`config.mk`:
```
export PLATFORM = sky130hd
export DESIGN_NAME = sha2_msg_schedule_flat
export DESIGN_NICKNAME = d
export VERILOG_FILES = /design/src/rtl/sha2_msg_schedule_if.sv /design/src/rtl/sha2_msg_schedule.sv /design/src/flat_wrapper.sv
export SDC_FILE = /design/constraint.sdc
export NUM_CORES = 2
export LEC_CHECK = 0
export BUFFER_PORTS_ARGS = -buffer_cell sky130_fd_sc_hd__buf_2
export CAP_MARGIN = 20
export CORE_MARGIN = 3
export CORE_UTILIZATION = 59
export CTS_BUF_LIST = sky130_fd_sc_hd__clkbuf_4 sky130_fd_sc_hd__clkbuf_8
export DETAILED_ROUTE_END_ITERATION = 12
export PLACE_DENSITY = 0.79
export SLEW_MARGIN = 20
export SYNTH_ARGS = -nofsm -noshare
export SYNTH_HDL_FRONTEND = slang
export SYNTH_SLANG_ARGS = --single-unit
```
`constraint.sdc`:
```
create_clock -name clk -period 3.96 [get_ports clk]
set_input_delay 0 -clock clk [delete_from_list [all_inputs] [get_ports clk]]
set_output_delay 0 -clock clk [all_outputs]
set_load 0.02 [all_outputs]
```
`src/rtl/sha2_msg_schedule_if.sv`:
```
// ============================================================================
// sha2_msg_schedule_if : message-block load and schedule-word output bundle
// Rev 1.0
// ============================================================================
`default_nettype none

interface sha2_msg_schedule_if;
  logic        mode_sha2;
  logic        start;
  logic        blk_valid;
  logic [63:0] blk_word;
  logic        blk_ready;
  logic        w_valid;
  logic [63:0] w_out;
  logic        w_ready;
  logic [6:0]  round;
  logic        busy;
  logic        done;

  modport master (
    output mode_sha2, start, blk_valid, blk_word, w_ready,
    input  blk_ready, w_valid, w_out, round, busy, done
  );

  modport slave (
    input  mode_sha2, start, blk_valid, blk_word, w_ready,
    output blk_ready, w_valid, w_out, round, busy, done
  );
endinterface

`default_nettype wire

```
`src/rtl/sha2_msg_schedule.sv`:
```
// ============================================================================
// sha2_msg_schedule : SHA-256/SHA-512 message expansion on a 16x64 window
// Rev 1.0
// ============================================================================
`default_nettype none

module sha2_msg_schedule (
  input  logic                clk,
  input  logic                rst_n,
  sha2_msg_schedule_if.slave  bus
);

  typedef enum logic [1:0] {
    S_IDLE = 2'd0,
    S_LOAD = 2'd1,
    S_RUN  = 2'd2,
    S_DONE = 2'd3
  } state_t;

  state_t      r_state;
  state_t      w_next;
  logic        r_mode;
  logic [3:0]  r_cnt;
  logic [6:0]  r_round;
  logic [63:0] r_win [0:15];

  logic        w_blk_acc;
  logic        w_w_acc;
  logic [6:0]  w_last_round;
  logic [31:0] w_sum256;
  logic [63:0] w_sum512;
  logic [63:0] w_new;

  function automatic logic [31:0] f_s0_256(input logic [31:0] x);
    return {x[6:0], x[31:7]} ^ {x[17:0], x[31:18]} ^ (x >> 3);
  endfunction

  function automatic logic [31:0] f_s1_256(input logic [31:0] x);
    return {x[16:0], x[31:17]} ^ {x[18:0], x[31:19]} ^ (x >> 10);
  endfunction

  function automatic logic [63:0] f_s0_512(input logic [63:0] x);
    return {x[0], x[63:1]} ^ {x[7:0], x[63:8]} ^ (x >> 7);
  endfunction

  function automatic logic [63:0] f_s1_512(input logic [63:0] x);
    return {x[18:0], x[63:19]} ^ {x[60:0], x[63:61]} ^ (x >> 6);
  endfunction

  assign w_blk_acc    = (r_state == S_LOAD) && bus.blk_valid;
  assign w_w_acc      = (r_state == S_RUN) && bus.w_ready;
  assign w_last_round = r_mode ? 7'd79 : 7'd63;

  // Window taps: W[t-16]=win[0], W[t-15]=win[1], W[t-7]=win[9], W[t-2]=win[14]
  assign w_sum256 = f_s1_256(r_win[14][31:0]) + r_win[9][31:0]
                  + f_s0_256(r_win[1][31:0])  + r_win[0][31:0];
  assign w_sum512 = f_s1_512(r_win[14]) + r_win[9] + f_s0_512(r_win[1]) + r_win[0];
  assign w_new    = r_mode ? w_sum512 : {32'h0, w_sum256};

  always_comb begin
    w_next = r_state;
    case (r_state)
      S_IDLE:  if (bus.start) w_next = S_LOAD;
      S_LOAD:  if (w_blk_acc && (r_cnt == 4'd15)) w_next = S_RUN;
      S_RUN:   if (w_w_acc && (r_round == w_last_round)) w_next = S_DONE;
      S_DONE:  w_next = S_IDLE;
      default: w_next = S_IDLE;
    endcase
  end

  always_ff @(posedge clk or negedge rst_n) begin
    if (!rst_n) begin
      r_state <= S_IDLE;
    end else begin
      r_state <= w_next;
    end
  end

  always_ff @(posedge clk or negedge rst_n) begin
    if (!rst_n) begin
      r_mode  <= 1'b0;
      r_cnt   <= 4'd0;
      r_round <= 7'd0;
      for (int i = 0; i < 16; i++) begin
        r_win[i] <= 64'h0;
      end
    end else begin
      if ((r_state == S_IDLE) && bus.start) begin
        r_mode  <= bus.mode_sha2;
        r_cnt   <= 4'd0;
        r_round <= 7'd0;
      end
      if (w_blk_acc) begin
        r_win[r_cnt] <= r_mode ? bus.blk_word : {32'h0, bus.blk_word[31:0]};
        r_cnt        <= r_cnt + 4'd1;
      end
      if (w_w_acc) begin
        for (int i = 0; i < 15; i++) begin
          r_win[i] <= r_win[i+1];
        end
        r_win[15] <= w_new;
        r_round   <= r_round + 7'd1;
      end
    end
  end

  assign bus.blk_ready = (r_state == S_LOAD);
  assign bus.w_valid   = (r_state == S_RUN);
  assign bus.w_out     = (r_state == S_RUN) ? r_win[0] : 64'h0;
  assign bus.round     = r_round;
  assign bus.busy      = (r_state == S_LOAD) || (r_state == S_RUN);
  assign bus.done      = (r_state == S_DONE);

endmodule

`default_nettype wire

```
`src/flat_wrapper.sv`:
```
// flat-port wrapper written by rule: the top's interface ports become plain ports
module sha2_msg_schedule_flat 
  (clk, rst_n, bus_mode_sha2, bus_start, bus_blk_valid, bus_blk_word, bus_w_ready, bus_blk_ready, bus_w_valid, bus_w_out, bus_round, bus_busy, bus_done);
  sha2_msg_schedule_if bus_i ();
  input  logic clk;
  input  logic rst_n;
  input wire logic [$bits(bus_i.mode_sha2)-1:0] bus_mode_sha2;
  input wire logic [$bits(bus_i.start)-1:0] bus_start;
  input wire logic [$bits(bus_i.blk_valid)-1:0] bus_blk_valid;
  input wire logic [$bits(bus_i.blk_word)-1:0] bus_blk_word;
  input wire logic [$bits(bus_i.w_ready)-1:0] bus_w_ready;
  output wire logic [$bits(bus_i.blk_ready)-1:0] bus_blk_ready;
  output wire logic [$bits(bus_i.w_valid)-1:0] bus_w_valid;
  output wire logic [$bits(bus_i.w_out)-1:0] bus_w_out;
  output wire logic [$bits(bus_i.round)-1:0] bus_round;
  output wire logic [$bits(bus_i.busy)-1:0] bus_busy;
  output wire logic [$bits(bus_i.done)-1:0] bus_done;
  assign bus_i.mode_sha2 = bus_mode_sha2;
  assign bus_i.start = bus_start;
  assign bus_i.blk_valid = bus_blk_valid;
  assign bus_i.blk_word = bus_blk_word;
  assign bus_i.w_ready = bus_w_ready;
  assign bus_blk_ready = bus_i.blk_ready;
  assign bus_w_valid = bus_i.w_valid;
  assign bus_w_out = bus_i.w_out;
  assign bus_round = bus_i.round;
  assign bus_busy = bus_i.busy;
  assign bus_done = bus_i.done;
  sha2_msg_schedule u_core (.clk(clk), .rst_n(rst_n), .bus(bus_i));
endmodule
```
# Yosys cells after proc, flatten, opt, wreduce, memory -nomap -nowiden
# Cells that the tools add are included.
op_classes:
  add_sub_neg: 8
  n_mul: 0
  n_div: 0
  order_cmp: 2
  n_eq_ne: 8
  shift: 0
  mux: 17
  bitwise_logic: 9
  n_reduce_logical: 12
op_table:
  columns: ["operator", "count"]
  rows:
  - ["two-way mux 1024 bit", 2]
  - ["bitwise mux 1024 bit", 1]
  - ["demux 64 bit (select 4 bit)", 1]
  - ["two-way mux 64 bit", 4]
  - ["adder 64 bit", 3]
  - ["bitwise XOR 64 bit", 2]
  - ["adder 32 bit", 3]
  - ["bitwise XOR 32 bit", 2]
  - ["bitwise XOR 64 x 57 -> 64 bit", 1]
  - ["bitwise XOR 64 x 58 -> 64 bit", 1]
  - ["bitwise XOR 32 x 22 -> 32 bit", 1]
  - ["bitwise XOR 32 x 29 -> 32 bit", 1]
  - ["two-way mux 7 bit", 3]
  - ["two-way mux 4 bit", 2]
  - ["one-hot mux 2 bit (4 select lines)", 1]
  - ["adder 7 x 1 -> 7 bit (second input constant)", 1]
  - ["equality test 7 bit", 1]
  - ["logical AND 1 bit", 6]
  - ["two-way mux 2 bit", 3]
  - ["nonzero test 2 bit", 3]
  - ["greater-or-equal comparator 5 bit (second input constant)", 1]
  - ["less-than comparator 5 x 1 -> 1 bit (second input constant)", 1]
  - ["inverter 4 -> 5 bit", 1]
  - ["adder 4 x 1 -> 4 bit (second input constant)", 1]
  - ["other kinds (8)", 10]
word_totals:
  ff_bits: 1038
  latch_bits: 0
  ram_bits: 0
  rom_bits: 0
  input_bits: 70
  out_inout_bits: 75
  wordCells: 76
  memories: 0

# Logic depth before layout (Yosys ltp)
logic_depth:
  depth_word: 8
  depth_mapped: 18
  depth_no_buf: 17

# Worst setup path before layout
# Ideal clock, no wire load.
synth_timing:
  path_type: "register to register"
  from: "reg u_core.r_win[905] in the netlist's numbering"
  to: "reg u_core.r_win[53] in the netlist's numbering"
  setup_ps: 95
  arrival_ps: 4268
  required_ps: 3865
  path_slack_ps: -404
  path_stages_with_launch: 17
  n_path_buf: 1
  synth_period_minus_slack_ps: 4364
  cell_sequence: "dfrtp_1 clkbuf_1 xnor2_1 xnor2_1 fa_1 fa_1 ha_1 fa_1 a211oi_1 o21ai_1 nand3_1 a211oi_1 nand3b_1 o2111ai_1 nand2_1 and3_1 o31ai_1"
synth_via:
  elab_chain_cells: 6
synth_rtl:
  columns: ["item", "line", "text"]
  rows:
  - ["start: declaration", "sha2_msg_schedule.sv:25", "logic [63:0] r_win [0:15];"]
  - ["start signal: indexed assignment", "sha2_msg_schedule.sv:94", "r_win[r_cnt] <= r_mode ? bus.blk_word : {32'h0, bus.blk_word[31:0]};"]
  - ["start signal: indexed assignment", "sha2_msg_schedule.sv:99", "r_win[i] <= r_win[i+1];"]
  - ["bitwise XOR 64 bit", "sha2_msg_schedule.sv:43", "return {x[0], x[63:1]} ^ {x[7:0], x[63:8]} ^ (x >> 7);"]
  - ["bitwise XOR 64 x 57 -> 64 bit *", "sha2_msg_schedule.sv:43", null]
  - ["adder 64 bit * (2 in series)", "sha2_msg_schedule.sv:57", "assign w_sum512 = f_s1_512(r_win[14]) + r_win[9] + f_s0_512(r_win[1]) + r_win[0];"]
  - ["two-way mux 64 bit *", "sha2_msg_schedule.sv:58", "assign w_new = r_mode ? w_sum512 : {32'h0, w_sum256};"]
  - ["two-way mux 1024 bit *", "sha2_msg_schedule.sv:97", "if (w_w_acc) begin"]
# Every way passes the cells marked *; elsewhere a longest branch is shown, timed or not.
# A chain may end at the register's enable or synchronous reset.

# Worst setup path in the final report
layout_timing:
  from: "reg u_core.r_win[77] in the netlist's numbering"
  to: "reg u_core.r_win[54] in the netlist's numbering"
layout_via:
  elab_chain_cells: 7
layout_rtl:
  columns: ["item", "line", "text"]
  rows:
  - ["bitwise XOR 64 bit", "sha2_msg_schedule.sv:47", "return {x[18:0], x[63:19]} ^ {x[60:0], x[63:61]} ^ (x >> 6);"]
  - ["bitwise XOR 64 x 58 -> 64 bit *", "sha2_msg_schedule.sv:47", null]
  - ["adder 64 bit * (3 in series)", "sha2_msg_schedule.sv:57", null]
  - ["two-way mux 64 bit *", "sha2_msg_schedule.sv:58", null]
  - ["two-way mux 1024 bit *", "sha2_msg_schedule.sv:97", null]
# Marked as above.

==> metrics.yaml <==
logic_synthesis:
  post_synth_xor_area_fraction_pct: 6.26
  synth_top_family_by_area: "compound AO/OA/AOI/OAI gates"
  synth_compound_area_share_pct: 19.3
  yosysUniqueCellTypes: 77
  synth_simple_gate_area_share_pct: 8.39
  synth_area_per_cell_um2: 9.55
  synth_edf_count: 0
  synth-seq-cells: 1038
  synthMuxAreaShare_pct: 7.78
  synth_ff_type: "dfrtp_1"
  syn_inst: 6225
  ys_seq_area_share_pct: 43.7
  synth_nets: 6587
  yosys_warnings: 0
  syn_area_mm2: 0.0595
  async_flop_share_pct: 100
  yosys.area_share.adder_pct: 8.52
status:
  status: "finished, violations left"
  violations: "negative setup slack"
final_layout:
  final_area_mm2: 0.0733
  num-nets-final: 7169
  drive_gt1_share_pct: 23.5
  area_delta_synth_final_pct: 23.2
  fillers: 6936
placed_design:
  post_dp_cell_area_mm2: 0.0657
  hpwl_um: 153000
  io_buffer_count: 144
  place_ws_ns: -0.906
  routabilityCongestion: 1.01
critical_path:
  start_kind: "flop"
  r2r_cells: 20
  rr_startpoint: "u_core.r_win[77]"
  arrival_ns: 5.15
  cp.required_ns: 4.68
  cp_max_fo: 4
  r2r_end: "u_core.r_win[54]"
  endpoint_kind: "flop"
  critical_path_class: "reg -> reg"
  reg2reg_slack_ns: -0.47
worst_hold_path:
  hold_class: "in -> reg"
  worstHoldStart: "bus_blk_word[1]"
  min_to: "u_core.r_win[193]"
  hold_depth: 4
global_route:
  antenna_found_initial: 7
  grt_pass1_vias: 51000
  grt_pass1_wl_um: 328000
  grt_use_total_pct: 42.0
  grt_max_degree: 129
  overflow: 0
route:
  routed_wl_um: 221000
  first_iter_violations: 7382
  routedWlPerCell_um: 26.8
  drcViolationCount: 0
  num_vias: 53400
  via_per_inst: 6.49
  drt-pass1-iter-count: 7
  ant_nets: 0
timing:
  setup_ws_ns: -0.469
  maxSlewHeadroom_pct: 19.7
  tightest_slew_ns: 1.20
  max_freq_ghz: 0.226
  slew_violations: 0
  skew_ns: 0.0658
  rsz0062_at_grt: "yes"
  fin_crit_ns: 4.43
  hold_viol: 0
  setup_violations: 55
  fin_crit_sh_pct: 112
floorplan:
  die_y_um: 323
  io_pins: 145
  rows: 115
  dieArea_mm2: 0.105
  coreArea_mm2: 0.0991
  die_x_um: 323
  start_util_pct: 60.0
clock_tree:
  cts_sinks: 1038
  clk_latency_ns: 0.89
  clk_pin_slew_ns: 0.07
  htree_levels: 4
  numCtsBuffers: 172
  cts.path.max_buffers: 3
  cts_tree: "done"
  cts-root-buf: "clkbuf_8"
run:
  cap_viol_max_count: 0
[worst max-delay path, cell delays in order (launching register included)]
cell and delay [ns]:
dfrtp_2 0.49, xnor2_2 0.18, xnor2_1 0.14, buf_4 0.14, fa_1 0.49, inv_1 0.07, fa_1 0.48, inv_1 0.07
ha_4 0.27, buf_4 0.12, o21ai_2 0.06, o211ai_1 0.28, a211oi_2 0.15, o31ai_2 0.29, buf_4 0.22, o211ai_4 0.11
a211oi_2 0.20, buf_4 0.18, a21bo_1 0.13, xnor2_1 0.12, o21ai_1 0.07
[cell usage after synthesis (all sizes together), types with 5 or more instances]
library cell / n / area, µm²
fa: 188 / 3760
a211oi: 24 / 190
dfrtp: 1038 / 26000
o31ai: 12 / 90.1
mux2i: 461 / 4610
o221ai: 5 / 43.8
nor4: 5 / 31.3
and2: 75 / 469
nor3: 25 / 125
ha: 104 / 1300
nand3: 45 / 225
nor2: 214 / 803
a221oi: 7 / 61.3
and3: 23 / 149
o21a: 18 / 135
o22ai: 35 / 219
a21o: 54 / 405
inv: 367 / 1380
a31oi: 67 / 419
or3: 7 / 48.8
nor2b: 6 / 37.5
nand4: 27 / 169
a21boi: 9 / 67.6
nand2: 721 / 2710
xor2: 58 / 508
clkbuf: 556 / 2090
buf: 30 / 131
a2bb2oi: 10 / 87.6
a22oi: 373 / 2800
o21ai: 956 / 4780
a21oi: 159 / 796
a221o: 68 / 681
o211ai: 19 / 153
nand2b: 5 / 31.3
o21bai: 23 / 173
xnor2: 367 / 3210
and4: 7 / 61.3
[stage by stage]
stage | util, % | hold WS, ns | std cells | TNS, ns
final | 73.9 | 0.123 | 8230 | -16.41
after global routing | 73.9 | 0.134 | 8225 | -23.95
after CTS | 72.6 | 0.0589 | 8192 | -13.82
after detailed placement | 66.3 | 0.0449 | 7780 | -29.43
after global placement | 66.3 | 0.0453 | 7780 | -28.48
after floorplan | - | -0.296 | 6225 | -0.120
[worst max-delay path by stage]
stage	startpoint	end	slack [ns]
final	u_core.r_win[77]	u_core.r_win[54]	-0.47
after global routing	u_core.r_win[94]	u_core.r_win[58]	-0.58
after CTS	u_core.r_win[71]	u_core.r_win[50]	-0.43
after detailed placement	u_core.r_win[84]	u_core.r_win[56]	-0.91
after global placement	u_core.r_win[84]	u_core.r_win[56]	-0.87
after floorplan	u_core.r_win[71]	u_core.r_win[53]	-0.04
[cells in the final DEF (no fill, tap or decap), types with 34 or more instances in the layout]
cell              n
a221o_1          68
fa_1            181
a22oi_1         372
ha_1             66
inv_1           357
a21o_1           53
dlygate4sd3_1    75
and2_1           70
o22ai_1          35
nor2_1          184
xnor2_2          75
buf_12           36
o21ai_0         898
dfrtp_2          38
buf_4           693
buf_6            43
clkbuf_4         48
a21oi_1         124
buf_2           143
dfrtp_1        1000
clkbuf_8        219
nand3_1          34
mux2i_1         461
a31oi_1          55
xnor2_1         273
xor2_1           55
nand2_1         707
[state kept, by name, summed over array words and instances, names as in the netlist]
signal	count
u_core.bus.round	7
u_core.r_cnt	4
u_core.r_mode	1
u_core.r_state	2
u_core.r_win	1024
[kinds of logic after synthesis]
group | after synthesis
multiplexers | 462
flip-flops | 1038
AO/OA/AOI/OAI | 1878
adder cells (fa/ha/maj) | 292
XOR/XNOR | 425
AND/OR/NAND/NOR | 1177
buffers and inverters | 953
[per-layer routing]
metal | global-route usage [%] | wire length, µm | share of wire, % | up-vias
met3 | 12.5 | 29500 | 13 | 521
met5 | 0 | 13 | 0.0059 | -
met1 | 61.5 | 89300 | 40 | 26700
li1 | - | - | - | 22600
met2 | 59.4 | 93800 | 42 | 3501
met4 | 14.8 | 8230 | 3.7 | 2
[timing repair]
item,CTS,global route
setup endpoints to repair,58,59
pin swaps,156,92
buffers inserted,44,33
hold buffers,76,0
hold endpoints to repair,1882,0
resized for setup,298,171
[area by class of cell]
class / count / area (µm²) / area share [%]
inverter: 367 / 1380 / 1.88
antenna: 8 / 20.0 / 0.0273
tap: 1287 / 1610 / 2.20
timing repair buffer: 994 / 7950 / 10.8
clock buffer: 267 / 3370 / 4.61
clock inverter: 35 / 334 / 0.456
multi-input combinational: 4234 / 32600 / 44.5
sequential: 1038 / 26000 / 35.5
Power is not shown: default switching activity piles up to over one toggle a cycle in this logic, so the estimate is an artifact.
